File: config.mk
export PLATFORM = sky130hd
export DESIGN_NAME = crc_serial_lfsr
export DESIGN_NICKNAME = d
export VERILOG_FILES = /design/src/rtl/crc_serial_pkg.sv /design/src/rtl/crc_lfsr_core.sv /design/src/rtl/crc_serial_lfsr.sv
export SDC_FILE = /design/constraint.sdc
export NUM_CORES = 1
export LEC_CHECK = 0
export ABC_CLOCK_PERIOD_IN_PS = 1700
export CAP_MARGIN = 20
export CORE_MARGIN = 2
export CORE_UTILIZATION = 40
export CTS_BUF_LIST = sky130_fd_sc_hd__clkbuf_8
export CTS_CLUSTER_SIZE = 28
export DETAILED_ROUTE_END_ITERATION = 8
export HOLD_SLACK_MARGIN = 0.08
export PLACE_DENSITY = 0.57
export SETUP_SLACK_MARGIN = 0.1
export SLEW_MARGIN = 20
export SYNTH_ARGS = -nofsm -noshare
export SYNTH_HDL_FRONTEND = slang
export SYNTH_SLANG_ARGS = --single-unit
File: constraint.sdc
create_clock -name CLK -period 1.7 [get_ports CLK]
set_clock_uncertainty 0.05 [all_clocks]
set_input_delay 0.51 -clock CLK [delete_from_list [all_inputs] [get_ports CLK]]
set_output_delay 0.51 -clock CLK [all_outputs]
set_load 0.05 [all_outputs]
File: src/rtl/crc_serial_pkg.sv
// Shared types and default constants for the bit-serial CRC generator.
package crc_serial_pkg;

    typedef enum logic [1:0] {
        StIdle,
        StCalc,
        StOut
    } state_e;

    localparam int unsigned DefWidth    = 8;
    localparam logic [7:0]  DefSeed     = 8'hD8;
    localparam logic [7:0]  DefPolyMask = 8'hC4;

endpackage

File: src/rtl/crc_lfsr_core.sv
// Galois LFSR register: seed load, data absorb and zero-fill shift-out.
module crc_lfsr_core
    import crc_serial_pkg::*;
#(
    parameter int unsigned      WIDTH     = DefWidth,
    parameter logic [WIDTH-1:0] SEED      = DefSeed,
    parameter logic [WIDTH-1:0] POLY_MASK = DefPolyMask
) (
    input  logic clk,
    input  logic rst_n,
    input  logic load_seed_i,
    input  logic absorb_i,
    input  logic shift_i,
    input  logic data_i,
    output logic lsb_o
);

    logic [WIDTH-1:0] lfsr_q;
    logic             fb;

    assign fb    = data_i ^ lfsr_q[0];
    assign lsb_o = lfsr_q[0];

    // Seed load wins so a frame boundary always restarts from a known value.
    always_ff @(posedge clk or negedge rst_n) begin
        if (!rst_n) begin
            lfsr_q <= SEED;
        end else if (load_seed_i) begin
            lfsr_q <= SEED;
        end else if (absorb_i) begin
            lfsr_q <= (lfsr_q >> 1) ^ (fb ? POLY_MASK : '0);
        end else if (shift_i) begin
            lfsr_q <= lfsr_q >> 1;
        end
    end

endmodule

File: src/rtl/crc_serial_lfsr.sv
// Bit-serial CRC generator: absorbs DATA while Active, then emits the CRC LSB first.
// Optional Done pulse on the Valid falling edge when CRC_DONE_PULSE_EN is defined.
module crc_serial_lfsr
    import crc_serial_pkg::*;
#(
    parameter int unsigned      WIDTH     = DefWidth,
    parameter logic [WIDTH-1:0] SEED      = DefSeed,
    parameter logic [WIDTH-1:0] POLY_MASK = DefPolyMask
) (
    input  logic CLK,
    input  logic rst_n,
    input  logic DATA,
    input  logic Active,
    output logic CRC,
    output logic Valid
`ifdef CRC_DONE_PULSE_EN
    ,
    output logic Done
`endif
);

    localparam int unsigned     CntW   = $clog2(WIDTH + 1);
    localparam logic [CntW-1:0] CntMax = CntW'(WIDTH);

    state_e          state_q;
    logic [CntW-1:0] cnt_q;
    logic            crc_q;
    logic            valid_q;
    logic            done_q;

    logic lfsr_lsb;
    logic load_seed;
    logic absorb;
    logic shift;

    always_comb begin
        absorb    = 1'b0;
        shift     = 1'b0;
        load_seed = 1'b0;
        unique case (state_q)
            StIdle: absorb = Active;
            StCalc: begin
                absorb = Active;
                shift  = !Active;
            end
            StOut: begin
                shift     = (cnt_q < CntMax);
                load_seed = (cnt_q == CntMax);
            end
            default: ;
        endcase
    end

    crc_lfsr_core #(
        .WIDTH    (WIDTH),
        .SEED     (SEED),
        .POLY_MASK(POLY_MASK)
    ) u_core (
        .clk        (CLK),
        .rst_n      (rst_n),
        .load_seed_i(load_seed),
        .absorb_i   (absorb),
        .shift_i    (shift),
        .data_i     (DATA),
        .lsb_o      (lfsr_lsb)
    );

    always_ff @(posedge CLK or negedge rst_n) begin
        if (!rst_n) begin
            state_q <= StIdle;
            cnt_q   <= '0;
            crc_q   <= 1'b0;
            valid_q <= 1'b0;
            done_q  <= 1'b0;
        end else begin
            done_q <= 1'b0;
            unique case (state_q)
                StIdle: begin
                    if (Active) state_q <= StCalc;
                end
                StCalc: begin
                    if (!Active) begin
                        crc_q   <= lfsr_lsb;
                        valid_q <= 1'b1;
                        cnt_q   <= CntW'(1);
                        state_q <= StOut;
                    end
                end
                StOut: begin
                    // Active is ignored here; a new frame can only start from idle.
                    if (cnt_q < CntMax) begin
                        crc_q <= lfsr_lsb;
                        cnt_q <= cnt_q + CntW'(1);
                    end else begin
                        crc_q   <= 1'b0;
                        valid_q <= 1'b0;
                        cnt_q   <= '0;
                        done_q  <= 1'b1;
                        state_q <= StIdle;
                    end
                end
                default: state_q <= StIdle;
            endcase
        end
    end

    assign CRC   = crc_q;
    assign Valid = valid_q;

`ifdef CRC_DONE_PULSE_EN
    assign Done = done_q;
`else
    logic unused_done;
    assign unused_done = done_q;
`endif

endmodule

# --- Word-level counts from Yosys, hierarchy flattened ---
# Cells that the tools add are included.
word_totals:
  reg_bits: 16
  in_bits: 4
  out_inout_bits: 2
classes:
  addsub: 1
  n_lt_le_gt_ge: 1
  eq_ne: 6
  muxes: 20
  bitwise_logic: 2
  reduce_logical: 8
op_table:
  columns: ["cell", "count"]
  rows:
  - ["2-to-1 mux 8 bit", 4]
  - ["2-to-1 mux 4 bit", 2]
  - ["one-hot mux 4 bit (2 select lines)", 1]
  - ["bitwise XOR 7 x 8 -> 8 bit", 1]
  - ["2-to-1 mux 1 bit", 6]
  - ["2-to-1 mux 2 bit", 3]
  - ["!= test 2 bit, second input constant", 3]
  - ["one-hot mux 1 bit (2 select lines)", 3]
  - ["one-hot mux 2 bit (3 select lines)", 1]
  - ["AND reduction 3 bit", 2]
  - ["adder 4 x 1 -> 4 bit, second input constant", 1]
  - ["equality test 4 bit, second input constant", 1]
  - ["less-than comparator 4 bit, second input constant", 1]
  - ["nonzero test 3 bit", 1]
  - ["equality test 2 x 1 -> 1 bit, second input constant", 1]
  - ["equality test 2 bit, second input constant", 1]
  - ["logical NOT 2 bit", 1]
  - ["AND reduction 2 bit", 1]
  - ["nonzero test 2 bit", 1]
  - ["OR reduction 2 bit", 1]
  - ["logical NOT 1 bit", 1]
  - ["bitwise XOR 1 bit", 1]

# --- Longest topological paths before layout ---
# Gate-level depths: netlist of run 1.
depth:
  word_depth: 5
  mapped_depth: 7
  depth_no_buf: 6

# --- By module ---
# From an unflattened synthesis of run 1, not the netlist that was laid out.
hier_totals:
  cells_unflattened: 90
  hier_area_um2: 950.9
modules_own_cells:
  columns: ["mod", "instances", "cells_per_inst", "area_each_um2", "seq_area_each_um2"]
  rows:
  - ["crc_serial_lfsr", 1, 51, 560.5, 200.2]
  - ["crc_lfsr_core", 1, 39, 390.4, 205.2]

# --- Worst setup path after synthesis of run 1 ---
# OpenSTA, ideal clock, no wires.
synth_timing:
  path_kind: "reg2reg"
  start: "register state_q[0]"
  end: "register u_core.lfsr_q[6]"
  setup_ns: 0.072
  t_arrival_ns: 1.485
  required_time_ns: 1.578
  setup_slack_ns: 0.093
  path_stages_with_launch: 7
  n_path_buf: 0
  path_cell_list: "dfrtp_1 -> inv_1 -> ha_1 -> nor2b_2 -> o21a_4 -> a221o_1 -> o21ai_1"
synth_between:
  elab_chain_cells: 5
  word_cells_on_any_way: 10
  classes_between: "eq/ne (2); mux (5); reduce/logical (3)"
synth_rtl:
  columns: ["element", "line_no", "text"]
  rows:
  - ["from (decl)", "crc_serial_lfsr.sv:25", "state_e state_q;"]
  - ["from (signal assigned)", "crc_serial_lfsr.sv:70", "state_q <= StIdle;"]
  - ["from (signal assigned)", "crc_serial_lfsr.sv:79", "if (Active) state_q <= StCalc;"]
  - ["from (signal assigned)", "crc_serial_lfsr.sv:86", "state_q <= StOut;"]
  - ["equality test 2 x 1 -> 1 bit / logical NOT 2 bit (equally long branches)", "crc_serial_lfsr.sv:40", "unique case (state_q)"]
  - ["OR reduction 2 bit (no source line)", null, null]
  - ["2-to-1 mux 1 bit", "crc_serial_lfsr.sv:40", null]
  - ["2-to-1 mux 8 bit", "crc_lfsr_core.sv:30", "end else if (absorb_i) begin"]
  - ["2-to-1 mux 8 bit", "crc_lfsr_core.sv:28", "end else if (load_seed_i) begin"]
  - ["to (signal assigned)", "crc_lfsr_core.sv:31", "lfsr_q <= (lfsr_q >> 1) ^ (fb ? POLY_MASK : '0);"]
  - ["to (signal assigned)", "crc_lfsr_core.sv:33", "lfsr_q <= lfsr_q >> 1;"]
  - ["to (decl)", "crc_lfsr_core.sv:18", "logic [WIDTH-1:0] lfsr_q;"]
# Parallel ways exist; a longest one is shown, timed or not.
# A chain may end at the register's enable or synchronous reset.

# --- Worst setup path after layout of run 1 ---
layout_timing:
  start: "register state_q[1]"
  end: "register u_core.lfsr_q[6]"
# Same word-level chain as after synthesis.

==> results of run 1 <==
-- timing repair --
action	in CTS	in global routing
setup endpoints to repair	8	15
gates resized for setup	10	31
pin swaps	2	11
buffers inserted	2	5
-- path summary, 6_finish.rpt --
kind	start	to	slack [ns]	cells after the start
max in group asynchronous	rst_n	u_core.lfsr_q[4]$_DFFE_PN1P_	0.82	2
hold reg to reg	u_core.lfsr_q[4]$_DFFE_PN1P_	u_core.lfsr_q[4]$_DFFE_PN1P_	0.46	2
setup / recovery	state_q[1]$_DFFE_PN0P_	u_core.lfsr_q[6]$_DFFE_PN1P_	0.10	6
hold / removal	u_core.lfsr_q[4]$_DFFE_PN1P_	u_core.lfsr_q[4]$_DFFE_PN1P_	0.46	2
min in group asynchronous	rst_n	cnt_q[2]$_DFFE_PN0P_	0.53	2
setup reg to reg	state_q[1]$_DFFE_PN0P_	u_core.lfsr_q[6]$_DFFE_PN1P_	0.10	6
-- state kept, by name (all words and copies together), names as in the netlist --
name and count:
u_core.lfsr_q 8, cnt_q 4, state_q 2, CRC 1, Valid 1
-- cell type report --
cell class              count  area, um^2  area share [%]
inverters                   6        27.5            2.05
clock buffers               3        41.3            3.07
multi-input cells          74         622            46.3
clock inverters             1        3.75           0.279
repair buffers             22         206            15.4
well taps                  28        35.0            2.61
flip-flops and latches     16         408            30.4
-- synthesized netlist by cell type (2+ instances only) --
| library cell | instances |
|---|---|
| a21oi_1 | 7 |
| dfrtp_1 | 12 |
| dfstp_2 | 4 |
| ha_1 | 8 |
| inv_1 | 6 |
| mux2_2 | 2 |
| mux2i_1 | 2 |
| nand2_1 | 7 |
| nand3_1 | 11 |
| nand4b_1 | 2 |
| nor2_1 | 3 |
| nor2b_1 | 3 |
| nor3_1 | 3 |
| o21a_1 | 2 |
| o21ai_0 | 11 |
| o21ai_1 | 3 |
-- worst max-delay path: stages (launching register included) --
cell and delay (ns):
dfrtp_2 0.43, inv_4 0.08, ha_4 0.17, nor2b_2 0.16, o21a_4 0.22, a221o_1 0.30, o21ai_1 0.12
-- metrics by stage --
stage	instance area, um^2	hold slack, ns	TNS (ns)	power (mW)	util [%]
global placement	1110	0.455	-1.50	1.83	50.0
global route	1340	0.483	0	2.79	60.7
detailed placement	1110	0.456	-1.72	1.87	50.0
floorplan	931	0.164	0	1.47	-
finish	1340	0.459	0	2.59	60.7
CTS	1180	0.465	0	2.23	53.2
-- power by group through the flow --
stage	Combinational (mW)	Sequential [mW]	Clock (mW)
6_report	1.53	0.772	0.291
5_1_grt	1.68	0.795	0.315
4_1_cts	1.21	0.729	0.297
3_5_place_dp	1.14	0.731	0
3_3_place_gp	1.11	0.720	0
2_1_floorplan	0.717	0.751	0
-- cells by family (layout without fill, tap and decap cells) --
kind of cell	count (synthesis)	count (layout)	synth area share [%]
AO/OA/AOI/OAI	28	28	18.1
multiplexers	4	4	4.57
AND/OR/NAND/NOR	32	32	18.1
adder cells (fa/ha/maj)	8	8	10.8
buffers and inverters	7	32	2.96
XOR/XNOR	2	2	1.88
flip-flops	16	16	43.5
-- metal layers --
metal	wire length, um	track usage, %	part of all wire, %
met1	1020	21.8	48
met2	1040	27.4	49
met3	48	2.86	2.3
met4	8	6.41	0.38
met5	0	0	0
==> impl_metrics.env, run 1 <==
export IMPL_p_int_mw=1.54
export IMPL_drv_cap=0
export IMPL_yosysWarnings=0
export IMPL_final_common_cell="buf_4"
export IMPL_antenna_found_initial=0
export IMPL_start_kind="flop"
export IMPL_final_max_slew_violation_count=0
export IMPL_synth_edf_count=0
export IMPL_first_pass_iters=4
export IMPL_drive_gt1_share_pct=41.8
export IMPL_outcome="finished clean"
export IMPL_ys_seq_area_share_pct=43.5
export IMPL_routed_via_density=5.38
export IMPL_fin_crit_sh_pct=93.9
export IMPL_clk_latency_ns=0.25
export IMPL_relSlewSlack_pct=80.0
export IMPL_switchingPower_mw=1.05
export IMPL_setup_slack_ns=0.104
export IMPL_rsz0062_at_grt="true"
export IMPL_grt_pass1_wl_mm=3.31
export IMPL_yosysTopAreaCell="dfrtp_1"
export IMPL_setup_viol=0
export IMPL_n_fill_cell=202
export IMPL_drt_initial_drc_count=11
export IMPL_cts_path_max_buffers=2
export IMPL_fp_dieW_um=52.2
export IMPL_synth_seq_cells=16
export IMPL_area_growth_synth_to_final_pct=44.4
export IMPL_synth_top_area_share_pct=32.3
export IMPL_synth_cell_type_count=27
export IMPL_overflow=0
export IMPL_port_buffers=5
export IMPL_drc=0
export IMPL_placed_cells=139
export IMPL_syn_nets=109
export IMPL_syn_cell_area_um2=931
export IMPL_synth_cells=97
export IMPL_hold_viol=0
export IMPL_ant_nets=0
export IMPL_cp_required_ns=1.83
export IMPL_first_global_vias=739
export IMPL_initial_core_util_pct=42.1
export IMPL_period_minus_slack_ns=1.60
export IMPL_power_per_cell_area_nw_per_um2=1930
export IMPL_dieArea_um2=2730
export IMPL_ios=6
export IMPL_fin_nets=135
export IMPL_routabilityCongestion=0.770
export IMPL_hold_buffers=0
export IMPL_hpwl_mm=1.42
export IMPL_cts_sinks=16
export IMPL_htree_num_levels=1
export IMPL_seqPwrFrac_pct=29.8
export IMPL_async_flop_share_pct=100
export IMPL_die_y_um=52.2
export IMPL_pwr_share_clk_pct=11.2
export IMPL_core_area_um2=2210
export IMPL_cts_tree="done"
export IMPL_cp_max_fo=4
export IMPL_dp_slack_ns=-0.237
export IMPL_avgSynthCellArea_um2=9.60
export IMPL_arrival_ns=1.73
export IMPL_peakVddDrop_uv=1140
export IMPL_drt_wirelength_per_cell_um=14.1
export IMPL_cts_reportedPaths_clkPinSlew_ns=0.06
export IMPL_root_buffer="clkbuf_8"
export IMPL_worst_pin_slew_ns=0.298
export IMPL_grt_max_degree=17
export IMPL_worstSetupPathType="flop to flop"
export IMPL_track_usage_pct=16.7
export IMPL_hp_class="flop to flop"
export IMPL_rows=17
export IMPL_share_comb_of_total_power_pct=59.0
export IMPL_max_freq_mhz=627
export IMPL_mostFrequentLayoutCells="15 x buf_4, 11 x nand3_1, 10 x dfrtp_1, 7 x nand2_1, 6 x a21oi_1"
export IMPL_wl_mm=2.12
export IMPL_endpoint_kind="flop"
export IMPL_cts_buffers=3
export IMPL_diodes=0
export IMPL_synth_area_top_cells="dfrtp_1 32%, dfstp_2 11%, ha_1 11%, nand3_1 5.9%, o21ai_0 5.9%"
export IMPL_leakage_nw=0.579
export IMPL_swShare_pct=40.5
export IMPL_fin_cells=150
export IMPL_ys_flop_type="dfrtp_1"
export IMPL_vias=807
(Power assumes the default switching activity.)
==> run 2: changes to the inputs <==
--- a/config.mk
+++ b/config.mk
@@ -10,7 +10,7 @@
 export CORE_MARGIN = 2
 export CORE_UTILIZATION = 40
 export CTS_BUF_LIST = sky130_fd_sc_hd__clkbuf_8
-export CTS_CLUSTER_SIZE = 28
+export CTS_CLUSTER_SIZE = 16
 export DETAILED_ROUTE_END_ITERATION = 8
 export HOLD_SLACK_MARGIN = 0.08
 export PLACE_DENSITY = 0.57
==> results of run 2 <==
No change in the layout: final DEF, timing and power equal those of run 1.
